[src/rtl/commit_trace_fifo.sv]
`default_nettype none
// ============================================================================
//  Module   : commit_trace_fifo
//  Purpose  : First-word-fall-through buffer for retired-instruction writeback
//             events. Each record is tagged with a commit sequence number.
//             Records that arrive while the buffer is full are dropped, counted
//             and flagged.
//  Revision : 1.0 - initial release
// ============================================================================
module commit_trace_fifo #(
    parameter int DEPTH  = 16,
    parameter int AWIDTH = 32,
    parameter int SEQ_W  = 32
) (
    input  logic                    clk,
    input  logic                    reset,
    input  logic                    w_valid,
    input  logic [AWIDTH-1:0]       w_pc,
    input  logic                    w_enable,
    input  logic [4:0]              w_destination,
    input  logic [AWIDTH-1:0]       w_data,
    output logic                    out_valid,
    input  logic                    out_ready,
    output logic [SEQ_W-1:0]        out_seq,
    output logic [AWIDTH-1:0]       out_pc,
    output logic                    out_enable,
    output logic [4:0]              out_destination,
    output logic [AWIDTH-1:0]       out_data,
    output logic [$clog2(DEPTH):0]  count,
    output logic                    overflow,
    output logic [15:0]             drop_count
);

    localparam int PTR_W = $clog2(DEPTH);
    localparam int CNT_W = PTR_W + 1;

    localparam logic [CNT_W-1:0] c_count_full = CNT_W'(DEPTH);
    localparam logic [15:0]      c_drop_max   = 16'hFFFF;

    // ------------------------------------------------------------------------
    // Record storage (no reset: contents are only visible while count != 0)
    // ------------------------------------------------------------------------
    logic [SEQ_W-1:0]  mem_seq_q  [DEPTH];
    logic [AWIDTH-1:0] mem_pc_q   [DEPTH];
    logic              mem_en_q   [DEPTH];
    logic [4:0]        mem_dst_q  [DEPTH];
    logic [AWIDTH-1:0] mem_data_q [DEPTH];

    // ------------------------------------------------------------------------
    // Control state
    // ------------------------------------------------------------------------
    logic [PTR_W-1:0] wr_ptr_q,     wr_ptr_d;
    logic [PTR_W-1:0] rd_ptr_q,     rd_ptr_d;
    logic [CNT_W-1:0] count_q,      count_d;
    logic [SEQ_W-1:0] seq_q,        seq_d;
    logic             overflow_q,   overflow_d;
    logic [15:0]      drop_count_q, drop_count_d;

    logic             w_not_empty;
    logic             w_full;
    logic             w_pop;
    logic             w_push;
    logic             w_drop;
    logic             w_en_n;
    logic [AWIDTH-1:0] w_data_n;

    assign w_not_empty = (count_q != '0);
    assign w_full      = (count_q == c_count_full);
    assign w_pop       = w_not_empty & out_ready;
    // A full buffer still accepts a record when the head leaves in the same cycle.
    assign w_push      = w_valid & (~w_full | w_pop);
    assign w_drop      = w_valid & w_full & ~w_pop;

    // Writes to x0 are architecturally meaningless; present them as no-writes.
    assign w_en_n      = w_enable & (w_destination != 5'd0);
    assign w_data_n    = w_en_n ? w_data : '0;

    // ------------------------------------------------------------------------
    // Next-state logic
    // ------------------------------------------------------------------------
    always_comb begin
        wr_ptr_d     = wr_ptr_q;
        rd_ptr_d     = rd_ptr_q;
        count_d      = count_q;
        seq_d        = seq_q;
        overflow_d   = overflow_q;
        drop_count_d = drop_count_q;

        if (w_push) begin
            wr_ptr_d = wr_ptr_q + PTR_W'(1);
        end
        if (w_pop) begin
            rd_ptr_d = rd_ptr_q + PTR_W'(1);
        end

        if (w_push && !w_pop) begin
            count_d = count_q + CNT_W'(1);
        end else if (w_pop && !w_push) begin
            count_d = count_q - CNT_W'(1);
        end

        // Sequence advances for dropped records too, leaving a visible gap.
        if (w_valid) begin
            seq_d = seq_q + SEQ_W'(1);
        end

        if (w_drop) begin
            overflow_d = 1'b1;
            if (drop_count_q != c_drop_max) begin
                drop_count_d = drop_count_q + 16'd1;
            end
        end
    end

    // ------------------------------------------------------------------------
    // State registers
    // ------------------------------------------------------------------------
    always_ff @(posedge clk or posedge reset) begin
        if (reset) begin
            wr_ptr_q     <= '0;
            rd_ptr_q     <= '0;
            count_q      <= '0;
            seq_q        <= '0;
            overflow_q   <= 1'b0;
            drop_count_q <= '0;
        end else begin
            wr_ptr_q     <= wr_ptr_d;
            rd_ptr_q     <= rd_ptr_d;
            count_q      <= count_d;
            seq_q        <= seq_d;
            overflow_q   <= overflow_d;
            drop_count_q <= drop_count_d;
        end
    end

    always_ff @(posedge clk) begin
        if (w_push && !reset) begin
            mem_seq_q[wr_ptr_q]  <= seq_q;
            mem_pc_q[wr_ptr_q]   <= w_pc;
            mem_en_q[wr_ptr_q]   <= w_en_n;
            mem_dst_q[wr_ptr_q]  <= w_destination;
            mem_data_q[wr_ptr_q] <= w_data_n;
        end
    end

    // ------------------------------------------------------------------------
    // Outputs: head entry fall-through, forced to zero while empty
    // ------------------------------------------------------------------------
    always_comb begin
        out_valid       = w_not_empty;
        out_seq         = '0;
        out_pc          = '0;
        out_enable      = 1'b0;
        out_destination = '0;
        out_data        = '0;
        if (w_not_empty) begin
            out_seq         = mem_seq_q[rd_ptr_q];
            out_pc          = mem_pc_q[rd_ptr_q];
            out_enable      = mem_en_q[rd_ptr_q];
            out_destination = mem_dst_q[rd_ptr_q];
            out_data        = mem_data_q[rd_ptr_q];
        end
    end

    assign count      = count_q;
    assign overflow   = overflow_q;
    assign drop_count = drop_count_q;

endmodule
`default_nettype wire

[config.mk]
export PLATFORM = sky130hd
export DESIGN_NAME = commit_trace_fifo
export DESIGN_NICKNAME = d
export VERILOG_FILES = /design/src/rtl/commit_trace_fifo.sv
export SDC_FILE = /design/constraint.sdc
export NUM_CORES = 1
export LEC_CHECK = 0
export CAP_MARGIN = 20
export CORE_UTILIZATION = 24
export CTS_BUF_LIST = sky130_fd_sc_hd__clkbuf_8
export DETAILED_ROUTE_END_ITERATION = 8
export GPL_TIMING_DRIVEN = 0
export REMOVE_ABC_BUFFERS = 1
export SYNTH_ARGS = -nofsm -noshare
export SYNTH_HDL_FRONTEND = slang
export SYNTH_SLANG_ARGS = --single-unit
[constraint.sdc]
create_clock -name clk -period 23.1 [get_ports clk]
set_input_delay 3.465 -clock clk [delete_from_list [all_inputs] [get_ports clk]]
set_output_delay 3.465 -clock clk [all_outputs]
set_load 0.1 [all_outputs]
==> out/results.ini <==
[worst_setup_path]
critical_path.top_delay_family=buffers and inverters
crit_slowest_cell=clkdlybuf4s50_1
critPathLaunchType=register
r2r_start=count[0]
r2r_slack_ns=19.34
critical_path_class=register to primary output
path_max_fanout=41
cpMostUsedCell=buf_16
path_buf_inv=6
arrival_ns=5.37
slowest_delay_ns=0.97
worstPathRequired_ns=19.64
path_cells=buf_16, buf_16, buf_16, buf_16, buf_16, mux4_2, mux2_2, a22o_1, clkdlybuf4s50_1
cp-end-kind=primary output
startpoint=rd_ptr_q[1]

[job]
drv_cap=0

[yosys]
yosysSeqAreaShare=0.7748
ys_seq_elements=1694
synth_edf_count=1632
syn_avg_cell_area_um2=23.32
netlist_area_um2=65260
synth_cells=2798
synth_most_common_cell=edfxtp_1
ys.flop_type=edfxtp_1
synthArstFlopShare=0.03660
synth_top_area_share=0.7510
synth_common_cells=1632 x edfxtp_1, 408 x mux4_2, 209 x mux2_2, 102 x a22o_1, 76 x clkbuf_1
synth.distinct_cells=40
yosys.area.top_type=edfxtp_1
synthTopCellsByArea=edfxtp_1 75%, mux4_2 14%, mux2_2 3.6%, dfrtp_1 2.4%, a22o_1 1.4%
synth_warnings=0

[clocking]
clk_pin_slew_ns=0.06
post_cts_resized=0
cts_buffers=295
ctsHoldBuffers=0
cts.sinks=1694
clockRootBuffer=clkbuf_8
insertion_delay_ns=0.90
post_cts_buffers=0
cts_max_level=5
cts_tree=built
clockBufferDepth=4

[sta]
slew_headroom=0.2327
period_minus_slack_ns=8.833
worst_pin_slew_ns=1.147
maxSlewViolCount=0
final.period_utilization=0.3824
rsz0062_at_grt=false
finalHoldViolations=0
clock_skew_ns=0.06182
finalSetupViolCount=0
timing.hold.ws_ns=0.4748
fmax_mhz=113.2
tns_ns=0

[grt]
grt_use_total=0.1180
grt_max_degree=63
antenna_found_initial=12
gr-total-overflow=0
grt_pass1_wl_um=233000
grt_pass1_vias=32986

[placed_design]
placed_area_um2=74680
globalplace.congestion=0.6653
dp.final_hpwl_um=101300
portBuffers=198

[cells_and_area]
multi_input_area_um2=14150
layout-drive-gt1-share=0.3370
regArea_um2=50570
area_growth_pct=22.62
fill_cells=26097
fin_area_um2=80020
final_util=0.2958
nets=3424

[outcome]
status=completed

[power]
p_leak_nw=25.06
seq_power_share=0.349
switching_share=0.3838
p_int_mw=6.481
power_frac_comb=0.411
power_density_nw_per_um2=131.4
switchingPower_mw=4.037
power_mw=10.52
peakVddDrop_uv=128.6
clockPowerShare=0.241

[route]
wl_per_cell_um=23.06
drtIter0Drc=2731
vias_per_cell=4.298
vias=30578
dr.pass1.iters=5
routed_wl_um=164000
drcViolationCount=0
drtAntennaViolNets=0

[worst_hold_path]
hold_class=register to register
min_from=overflow

[die]
rows=191
start_util=0.2412
ios=199
die_y_um=523.4
fp.dieW_um=523.4
die_area_um2=274000
coreArea_um2=270500

==> cells by family (layout without fill, tap and decap cells) <==
group,Yosys count,in the layout,share of synthesized area
fa+ha+maj,12,12,0.002416
compound gates,115,115,0.01511
flops,1694,1694,0.7748
xor+xnor,55,55,0.007382
simple gates,153,153,0.01304
buf+inv,152,897,0.01043
other cells,0,1,0
mux,617,617,0.1769
==> power groups by stage <==
stage	Combinational, mW	Sequential (mW)	Clock (mW)
global route	4.52	3.68	2.74
global placement	5.32	4.29	0
CTS	4.41	3.67	2.62
finish	4.32	3.67	2.53
floorplan	3.62	4.05	0
detailed placement	4.39	3.73	0
==> path summary, 6_finish.rpt <==
check / endpoint / cells past startpoint
worst max-delay path: out_pc[27] / 9
worst min-delay path: overflow / 1
worst max register to register: mem_pc_q[1][28] / 13
worst min register to register: overflow / 1
max in group asynchronous: rd_ptr_q[1] / 2
min in group asynchronous: drop_count[13] / 2
==> area by class of cell <==
cell class,instances,share of cell area
clock buffers,302,0.05195
inverters,8,0.0004066
clock inverters,200,0.01462
well taps,3570,0.05582
flip-flops and latches,1694,0.6320
multi-input cells,952,0.1769
diodes,1,0.00003127
repair buffers,387,0.06833
==> cells in the final DEF (no fill, tap or decap), drive strengths merged, types with 18 or more instances in the layout <==
cell / count
a22o: 102
and2: 34
buf: 189
clkbuf: 302
clkdlybuf4s50: 198
clkinv: 80
dfrtp: 62
edfxtp: 1632
inv: 106
mux2: 209
mux4: 408
nand2: 27
nand4: 18
nor2: 24
xnor2: 38
==> state kept, by name, indices dropped and copies added, names as in the netlist <==
signal and flops:
overflow 1, count 5, mem_dst_q 80, wr_ptr_q 4, mem_pc_q 512, mem_seq_q 512
mem_data_q 512, seq_q 32, rd_ptr_q 4, mem_en_q 16, drop_count 16
==> through the flow <==
step / cells / setup WS [ns]
final: 7114 / 14.27
after global routing: 7114 / 13.89
after CTS: 7112 / 14.03
after detailed placement: 6610 / 15.07
after global placement: 6422 / -6.854
after floorplan: 2654 / 2.337
==> layer usage <==
metal | up-vias | global-route usage | part of all wire
li1 | 13012 | - | -
met5 | - | 0 | 0.000073
met4 | 2 | 0.03606 | 0.024
met3 | 248 | 0.02451 | 0.056
met2 | 876 | 0.1956 | 0.49
met1 | 16440 | 0.1544 | 0.43
No activity file was read; power rests on OpenSTA's default activity.
